[src/rtl/pipe_hazard_if.sv]
// pipe_hazard_if: hazard status from the pipeline stages and sequencing controls back to them.
interface pipe_hazard_if #(
    parameter int REG_W = 4,
    parameter int CNT_W = 16
);
    logic [REG_W-1:0] id_rs1;
    logic [REG_W-1:0] id_rs2;
    logic             id_use_rs1;
    logic             id_use_rs2;
    logic             ex_is_ld;
    logic [REG_W-1:0] ex_rd;
    logic             ex_br_taken;
    logic             ma_mem_req;
    logic             ma_mem_ready;
    logic             rw_is_halt;
    logic             en_pc;
    logic             en_if_of;
    logic             en_of_ex;
    logic             en_ex_ma;
    logic             en_ma_rw;
    logic             flush_if_of;
    logic             flush_of_ex;
    logic             halted;
    logic             mem_timeout;
    logic [CNT_W-1:0] stall_cycles;

    modport master (
        output id_rs1, id_rs2, id_use_rs1, id_use_rs2, ex_is_ld, ex_rd, ex_br_taken,
               ma_mem_req, ma_mem_ready, rw_is_halt,
        input  en_pc, en_if_of, en_of_ex, en_ex_ma, en_ma_rw, flush_if_of, flush_of_ex,
               halted, mem_timeout, stall_cycles
    );

    modport slave (
        input  id_rs1, id_rs2, id_use_rs1, id_use_rs2, ex_is_ld, ex_rd, ex_br_taken,
               ma_mem_req, ma_mem_ready, rw_is_halt,
        output en_pc, en_if_of, en_of_ex, en_ex_ma, en_ma_rw, flush_if_of, flush_of_ex,
               halted, mem_timeout, stall_cycles
    );
endinterface

[src/rtl/pipe_hazard_ctrl.sv]
// pipe_hazard_ctrl: latch enables/flushes for a 5-stage pipeline; load-use, branch, memory wait, halt.
module pipe_hazard_ctrl #(
    parameter int REG_W       = 4,
    parameter int CNT_W       = 16,
    parameter int MEM_TIMEOUT = 64
) (
    input logic         clk,
    input logic         rst,
    pipe_hazard_if.slave bus
);
    typedef enum logic [1:0] {RUN, MEM_WAIT, HALT} state_t;

    state_t           state, nxt;
    logic [CNT_W-1:0] wait_cnt, wait_nxt, stall_cnt;
    logic [REG_W-1:0] rd;
    logic             hazard, to_nxt, halted_q, timeout_q;
    logic [6:0]       go_ctl, ctl;

    assign rd     = bus.ex_rd;
    assign hazard = bus.ex_is_ld && ((bus.id_use_rs1 && bus.id_rs1 == rd) ||
                                     (bus.id_use_rs2 && bus.id_rs2 == rd));
    // {pc, if_of, of_ex, ex_ma, ma_rw, flush_if_of, flush_of_ex}; branch squashes any load-use stall
    assign go_ctl = bus.ex_br_taken ? 7'b11111_11 : hazard ? 7'b00111_01 : 7'b11111_00;

    always_comb begin
        nxt      = state;
        wait_nxt = wait_cnt;
        to_nxt   = 1'b0;
        ctl      = '0;
        case (state)
            RUN: begin
                if (bus.ma_mem_req && !bus.ma_mem_ready) begin
                    nxt      = MEM_WAIT;
                    wait_nxt = CNT_W'(1);
                end else begin
                    ctl = go_ctl;
                    nxt = bus.rw_is_halt ? HALT : RUN;
                end
            end
            MEM_WAIT: begin
                if (bus.ma_mem_ready) begin
                    ctl      = go_ctl;
                    nxt      = RUN;
                    wait_nxt = '0;
                end else begin
                    wait_nxt = wait_cnt + CNT_W'(1);
                    to_nxt   = wait_cnt == CNT_W'(MEM_TIMEOUT);
                    nxt      = to_nxt ? HALT : MEM_WAIT;
                end
            end
            default: ;
        endcase
        ctl = rst ? 7'b0 : ctl;
    end

    always_ff @(posedge clk or posedge rst) begin
        if (rst) begin
            state     <= RUN;
            wait_cnt  <= '0;
            stall_cnt <= '0;
            halted_q  <= 1'b0;
            timeout_q <= 1'b0;
        end else begin
            state     <= nxt;
            wait_cnt  <= wait_nxt;
            halted_q  <= nxt == HALT;
            timeout_q <= timeout_q | to_nxt;
            if (!ctl[6] && state != HALT && stall_cnt != '1)
                stall_cnt <= stall_cnt + CNT_W'(1);
        end
    end

    assign {bus.en_pc, bus.en_if_of, bus.en_of_ex, bus.en_ex_ma, bus.en_ma_rw,
            bus.flush_if_of, bus.flush_of_ex} = ctl;
    assign bus.halted       = halted_q;
    assign bus.mem_timeout  = timeout_q;
    assign bus.stall_cycles = stall_cnt;
endmodule
[src/flat_wrapper.sv]
// flat-port wrapper written by rule: the top's interface ports become plain ports
module pipe_hazard_ctrl_flat 
#(
    parameter int REG_W       = 4,
    parameter int CNT_W       = 16,
    parameter int MEM_TIMEOUT = 64
)
  (clk, rst, bus_id_rs1, bus_id_rs2, bus_id_use_rs1, bus_id_use_rs2, bus_ex_is_ld, bus_ex_rd, bus_ex_br_taken, bus_ma_mem_req, bus_ma_mem_ready, bus_rw_is_halt, bus_en_pc, bus_en_if_of, bus_en_of_ex, bus_en_ex_ma, bus_en_ma_rw, bus_flush_if_of, bus_flush_of_ex, bus_halted, bus_mem_timeout, bus_stall_cycles);
  pipe_hazard_if #(.REG_W(REG_W), .CNT_W(CNT_W)) bus_i ();
  input logic clk;
  input logic rst;
  input wire logic [$bits(bus_i.id_rs1)-1:0] bus_id_rs1;
  input wire logic [$bits(bus_i.id_rs2)-1:0] bus_id_rs2;
  input wire logic [$bits(bus_i.id_use_rs1)-1:0] bus_id_use_rs1;
  input wire logic [$bits(bus_i.id_use_rs2)-1:0] bus_id_use_rs2;
  input wire logic [$bits(bus_i.ex_is_ld)-1:0] bus_ex_is_ld;
  input wire logic [$bits(bus_i.ex_rd)-1:0] bus_ex_rd;
  input wire logic [$bits(bus_i.ex_br_taken)-1:0] bus_ex_br_taken;
  input wire logic [$bits(bus_i.ma_mem_req)-1:0] bus_ma_mem_req;
  input wire logic [$bits(bus_i.ma_mem_ready)-1:0] bus_ma_mem_ready;
  input wire logic [$bits(bus_i.rw_is_halt)-1:0] bus_rw_is_halt;
  output wire logic [$bits(bus_i.en_pc)-1:0] bus_en_pc;
  output wire logic [$bits(bus_i.en_if_of)-1:0] bus_en_if_of;
  output wire logic [$bits(bus_i.en_of_ex)-1:0] bus_en_of_ex;
  output wire logic [$bits(bus_i.en_ex_ma)-1:0] bus_en_ex_ma;
  output wire logic [$bits(bus_i.en_ma_rw)-1:0] bus_en_ma_rw;
  output wire logic [$bits(bus_i.flush_if_of)-1:0] bus_flush_if_of;
  output wire logic [$bits(bus_i.flush_of_ex)-1:0] bus_flush_of_ex;
  output wire logic [$bits(bus_i.halted)-1:0] bus_halted;
  output wire logic [$bits(bus_i.mem_timeout)-1:0] bus_mem_timeout;
  output wire logic [$bits(bus_i.stall_cycles)-1:0] bus_stall_cycles;
  assign bus_i.id_rs1 = bus_id_rs1;
  assign bus_i.id_rs2 = bus_id_rs2;
  assign bus_i.id_use_rs1 = bus_id_use_rs1;
  assign bus_i.id_use_rs2 = bus_id_use_rs2;
  assign bus_i.ex_is_ld = bus_ex_is_ld;
  assign bus_i.ex_rd = bus_ex_rd;
  assign bus_i.ex_br_taken = bus_ex_br_taken;
  assign bus_i.ma_mem_req = bus_ma_mem_req;
  assign bus_i.ma_mem_ready = bus_ma_mem_ready;
  assign bus_i.rw_is_halt = bus_rw_is_halt;
  assign bus_en_pc = bus_i.en_pc;
  assign bus_en_if_of = bus_i.en_if_of;
  assign bus_en_of_ex = bus_i.en_of_ex;
  assign bus_en_ex_ma = bus_i.en_ex_ma;
  assign bus_en_ma_rw = bus_i.en_ma_rw;
  assign bus_flush_if_of = bus_i.flush_if_of;
  assign bus_flush_of_ex = bus_i.flush_of_ex;
  assign bus_halted = bus_i.halted;
  assign bus_mem_timeout = bus_i.mem_timeout;
  assign bus_stall_cycles = bus_i.stall_cycles;
  pipe_hazard_ctrl #(.REG_W(REG_W), .CNT_W(CNT_W), .MEM_TIMEOUT(MEM_TIMEOUT)) u_core (.clk(clk), .rst(rst), .bus(bus_i));
endmodule
[config.mk]
export PLATFORM = sky130hd
export DESIGN_NAME = pipe_hazard_ctrl_flat
export DESIGN_NICKNAME = d
export VERILOG_FILES = /design/src/rtl/pipe_hazard_if.sv /design/src/rtl/pipe_hazard_ctrl.sv /design/src/flat_wrapper.sv
export SDC_FILE = /design/constraint.sdc
export NUM_CORES = 1
export LEC_CHECK = 0
export CORE_MARGIN = 8
export CORE_UTILIZATION = 45
export CTS_BUF_LIST = sky130_fd_sc_hd__clkbuf_16
export DETAILED_ROUTE_END_ITERATION = 16
export PLACE_DENSITY_LB_ADDON = 0.3
export SLEW_MARGIN = 10
export SYNTH_ARGS = -nofsm -noshare
export SYNTH_HDL_FRONTEND = slang
export SYNTH_SLANG_ARGS = --single-unit
[constraint.sdc]
create_clock -name clk -period 3.15 [get_ports clk]
set_input_delay 0.945 -clock clk [delete_from_list [all_inputs] [get_ports clk]]
set_output_delay 0.945 -clock clk [all_outputs]
set_load 0.05 [all_outputs]
# Word level (Yosys, flattened, before mapping)

Index checks and enable logic that the tools add are counted.

Add/subtract/negate cells: 2
Multiply operators: 0
Divide/modulo/power cells: 0
$lt $le $gt $ge: 0
Equality and inequality tests: 8
Shift operators: 0
Muxes and demuxes: 16
Bitwise operators: 1
Reductions and logical operators: 12

Operators with widths:

| operator                                                                | count |
|---|---|
| 7-bit 2-to-1 mux                                                        | 5 |
| 16-bit by 1-bit adder with 16-bit output, second input constant         | 2 |
| 16-bit 2-to-1 mux                                                       | 2 |
| 16-bit case mux with 2 select lines                                     | 1 |
| 16-bit by 7-bit equality test with 1-bit output, second input constant  | 1 |
| 16-bit inequality test, second input constant                           | 1 |
| 7-bit case mux with 2 select lines                                      | 1 |
| 4-bit equality test                                                     | 2 |
| 2-bit 2-to-1 mux                                                        | 4 |
| 1-bit logical AND                                                       | 6 |
| 2-bit case mux with 2 select lines                                      | 1 |
| 2-bit by 1-bit equality test with 1-bit output, second input constant   | 1 |
| 2-bit equality test, second input constant                              | 1 |
| 1-bit zero test                                                         | 2 |
| 2-bit zero test                                                         | 1 |
| 1-bit 2-to-1 mux                                                        | 2 |
| 2-bit by 1-bit inequality test with 1-bit output, second input constant | 1 |
| 2-bit inequality test, second input constant                            | 1 |
| 2-bit AND reduction                                                     | 1 |
| 2-bit nonzero test                                                      | 1 |
| 1-bit logical OR                                                        | 1 |
| 1-bit OR                                                                | 1 |

Flip-flop bits (word level): 36
Bits in latches: 0
Bits in writable memories: 0
Memory bits (read-only): 0
Input bits: 21
Output and inout bits: 25
Logic and storage cells: 44
Memories kept: 0

# Logic depth before layout (Yosys ltp)

Depth after elaboration: 12
Gate-level depth with buffers: 7
Gate-level depth less buffers: 7

# Least setup slack after synthesis

No wires, ideal clock.

Path type: input to output
From: input port bus_id_rs2[3]
To: output port bus_en_pc
Arrival: 2.512 ns
Data required time: 2.205 ns
Path slack: -0.307 ns
Stages: 6
Path buffers: 2
Path through: xnor2_1 -> nand3_1 -> o22ai_2 -> buf_2 -> nor2_1 -> buf_4

Longest elaborated chain between the ends: 9
Elaborated cells between the ends (all ways): 10
Classes of those cells: eq/ne: 1; mux: 6; reduce/logical: 3

Ends and longest elaborated chain:

| element                                    | RTL line                                       | RTL |
|---|---|---|
| start: declaration                         | flat_wrapper.sv:13                             | `input wire logic [$bits(bus_i.id_rs2)-1:0] bus_id_rs2;` |
| 4-bit equality test *                      | pipe_hazard_ctrl.sv:21                         | `(bus.id_use_rs2 && bus.id_rs2 == rd));` |
| 1-bit logical AND *                        | pipe_hazard_ctrl.sv:21                         |  |
| 1-bit logical OR *                         | pipe_hazard_ctrl.sv:20                         | `assign hazard = bus.ex_is_ld && ((bus.id_use_rs1 && bus.id_rs1 == rd) \|\|` |
| 1-bit logical AND *                        | pipe_hazard_ctrl.sv:20                         |  |
| 7-bit 2-to-1 mux * (2 in a row)            | pipe_hazard_ctrl.sv:23                         | `assign go_ctl = bus.ex_br_taken ? 7'b11111_11 : hazard ? 7'b00111_01 : 7'b11111_00;` |
| 7-bit 2-to-1 mux, on equally long branches | pipe_hazard_ctrl.sv:41, pipe_hazard_ctrl.sv:32 |  |
| 7-bit case mux with 2 select lines *       | pipe_hazard_ctrl.sv:30                         | `case (state)` |
| 7-bit 2-to-1 mux *                         | pipe_hazard_ctrl.sv:53                         | `ctl = rst ? 7'b0 : ctl;` |
| end: declaration                           | flat_wrapper.sv:22                             | `output wire logic [$bits(bus_i.en_pc)-1:0] bus_en_pc;` |

Mark *: on every way between the ends. The rest lies on a longest branch, timed or not.

# Worst setup path after layout

From: input port bus_ex_is_ld
To: output port bus_en_if_of

Longest elaborated chain between the ends: 6
Elaborated cells between the ends (all ways): 7
Classes of those cells: mux: 6; reduce/logical: 1

Ends and longest elaborated chain:

| element                                    | RTL line                                       | RTL |
|---|---|---|
| start: declaration                         | flat_wrapper.sv:16                             | `input wire logic [$bits(bus_i.ex_is_ld)-1:0] bus_ex_is_ld;` |
| 1-bit logical AND *                        | pipe_hazard_ctrl.sv:20                         |  |
| 7-bit 2-to-1 mux * (2 in a row)            | pipe_hazard_ctrl.sv:23                         |  |
| 7-bit 2-to-1 mux, on equally long branches | pipe_hazard_ctrl.sv:41, pipe_hazard_ctrl.sv:32 |  |
| 7-bit case mux with 2 select lines *       | pipe_hazard_ctrl.sv:30                         |  |
| 7-bit 2-to-1 mux *                         | pipe_hazard_ctrl.sv:53                         |  |
| end: declaration                           | flat_wrapper.sv:23                             | `output wire logic [$bits(bus_i.en_if_of)-1:0] bus_en_if_of;` |

Marks and branches as above.

==> impl_metrics.toml <==
[status]
status = "finished clean"

[sta]
max_freq_mhz = 322
rsz0062_at_grt = "yes"
worst_slack_ns = 0.0476
setup_viol = 0
maxSlewHeadroom_pct = 64.7
hold_viol = 0
finalCriticalPeriod_ns = 3.10
clock_skew_ns = 0.00344
slew_violations = 0
worst_slew_pin_slew_ns = 0.526
period_share_pct = 98.5

[worst_setup_path]
cp.arrival_ns = 2.16
crit_required_ns = 2.20
critPathLaunchType = "input pin"
crit_path_end_kind = "primary output"
crit_type = "in2out"
r2r_setup_slack_ns = 1.29
r2r.worst_path.cells = 6
path_max_fanout = 2

[global_routing]
grt_overflow_total = 0
grt.total_usage_pct = 15.0
busiest_layer = "met2"
grt_max_degree = 37
antenna_found_initial = 0
met1_usage_pct = 18.3
met2_usage_pct = 24.8
grt_pass1_wl_um = 8860
grt_pass1_vias = 1853
use_met3_pct = 4.34

[final_layout]
n_antenna_cell = 0
final_cells = 335
final_core_util_pct = 60.5
drive_gt1_share_pct = 14.9
final_cell_mix = "dfrtp_1, clkdlybuf4s50_1, o21ai_0"
design_area_um2 = 2820
area_delta_synth_final_pct = 32.2
final_nets = 305
final_common_cell = "dfrtp_1"

[floorplanning]
initial_core_util_pct = 45.7
io_pins = 46
die_w_um = 84.8
core_um2 = 4660
rows = 25
fp.dieH_um = 84.8
die_area_um2 = 7200

[place]
placed_area_um2 = 2660
portBuffers = 45
place_inst = 328
hpwlAfterDp_um = 3750
place_ws_ns = -0.0582
gp_congestion = 0.827

[clock_tree]
htree_num_levels = 2
cts.path.max_buffers = 2
clkSinkCount = 36
clkLatencyLatePin_ns = 0.28
cts_buffers = 5
cts_tree = "built"
cts-root-buf = "clkbuf_16"
clk_pin_slew_worst_paths_ns = 0.05

[routing]
wl_um = 5200
vias_per_cell = 5.65
vias = 1893
ant_nets = 0
post_drt_wl_per_cell_um = 15.5
dr.pass1.iters = 5
drc = 0
first_iter_violations = 65

[run]
drv_cap = 0

[logic_synthesis]
synth_cell_types = 44
ys_warn_count = 0
syn-mean-instance-area_um2 = 9.31
yosysSeqAreaShare_pct = 42.3
ys_async_sr_fraction_pct = 100
synth_nets = 253
ys_seq_elements = 36
synth-edff-count = 0
synthCells = 229
synth_area_um2 = 2130
ys.flop_type = "dfrtp_1"

[pwr]
power.density_nw_per_um2 = 635
p_leak_uw = 0.00122
ir_drop_v = 0.000401
totalPowerFinal_uw = 1790

[hold_path]
hold_depth = 1
hold_path.class = "reg2reg"
[per-stage QoR]
stage,TNS [ns],hold WS (ns)
2_1_floorplan,-0.0408,0.461
5_1_grt,-0.00592,0.471
3_5_place_dp,-0.0845,0.453
6_report,0,0.460
4_1_cts,0,0.464
3_3_place_gp,-0.0539,0.451
[kinds of logic after synthesis]
group / share of synthesized area [%]
mux: 1.06
fa+ha+maj: 1.76
buf+inv: 3.76
xor+xnor: 9.04
compound gates: 19.1
flops: 42.3
simple gates: 23.1
[synth_stat cells, drive strengths merged, types with 2 or more instances]
cell,number,area share [%]
a21oi,2,0.47
dfrtp,36,42
nand2b,5,1.5
o22ai,2,0.88
and3,7,2.1
nor2,22,3.9
a31oi,5,1.5
nor4b,3,1.9
nand4,8,2.9
o31ai,5,1.8
and4,2,0.82
nand3,10,2.6
o211ai,10,3.5
mux2,2,1.1
xnor2,22,9.0
ha,3,1.8
o2111ai,3,1.2
nor2b,4,1.2
buf,7,2.0
o41ai,2,0.82
or2,3,0.88
inv,6,1.1
nor3,3,0.70
and2,3,0.88
nand2,14,2.5
o21ai,28,6.9
nor4,2,0.88
clkbuf,4,0.70
[flip-flops by register name, summed over array words and instances (netlist names)]
register,flops
u_core.state,2
u_core.bus.mem_timeout,1
u_core.bus.halted,1
u_core.wait_cnt,16
u_core.bus.stall_cycles,16
[layer usage]
layer  share of wire, %  wire, µm  vias to the layer above
met5                  0         0                        -
met4                1.6        81                        0
met3                5.6       289                        8
met2                 49      2560                       44
met1                 44      2260                      905
li1                   -         -                      936
[power breakdown]
part / switching (µW) / internal, µW / leakage, µW / total [µW]
clock: 179 / 284 / 0.0000709 / 463
sequential: 108 / 536 / 0.000481 / 644
combinational: 422 / 262 / 0.000665 / 684
[layout make-up]
class | count | area (µm²)
Sequential cell | 36 | 901
Timing Repair Buffer | 56 | 515
Tap cell | 54 | 67.6
Multi-Input combinational cell | 176 | 1180
Clock buffer | 5 | 125
Fill cell | 390 | 1840
Inverter | 6 | 22.5
Clock inverter | 2 | 8.76
[worst paths after layout]
| check | startpoint | end |
|---|---|---|
| worst min register to register | u_core.bus.mem_timeout$_DFF_PP0_ | u_core.bus.mem_timeout$_DFF_PP0_ |
| worst max register to register | u_core.wait_cnt[0]$_DFFE_PP0P_ | u_core.wait_cnt[12]$_DFFE_PP0P_ |
| worst min-delay path | u_core.bus.mem_timeout$_DFF_PP0_ | u_core.bus.mem_timeout$_DFF_PP0_ |
| min in group asynchronous | rst | u_core.bus.stall_cycles[14]$_DFFE_PP0P_ |
| worst max-delay path | bus_ex_is_ld | bus_en_if_of |
| max in group asynchronous | rst | u_core.wait_cnt[14]$_DFFE_PP0P_ |
[critical path: stages]
cell	delay, ns
clkdlybuf4s50_1	0.46
nor2b_1	0.19
nand3_1	0.11
o22ai_2	0.19
nor2_2	0.07
buf_4	0.19
[timing repair]
action | in CTS | in global routing
resized for setup | 11 | 7
setup endpoints to repair | 3 | 4
hold endpoints to repair | 0 | 0
pin swaps | 9 | 2
buffers inserted | 0 | 0
hold buffers | 0 | 0
No activity file was read; power rests on OpenSTA's default activity.
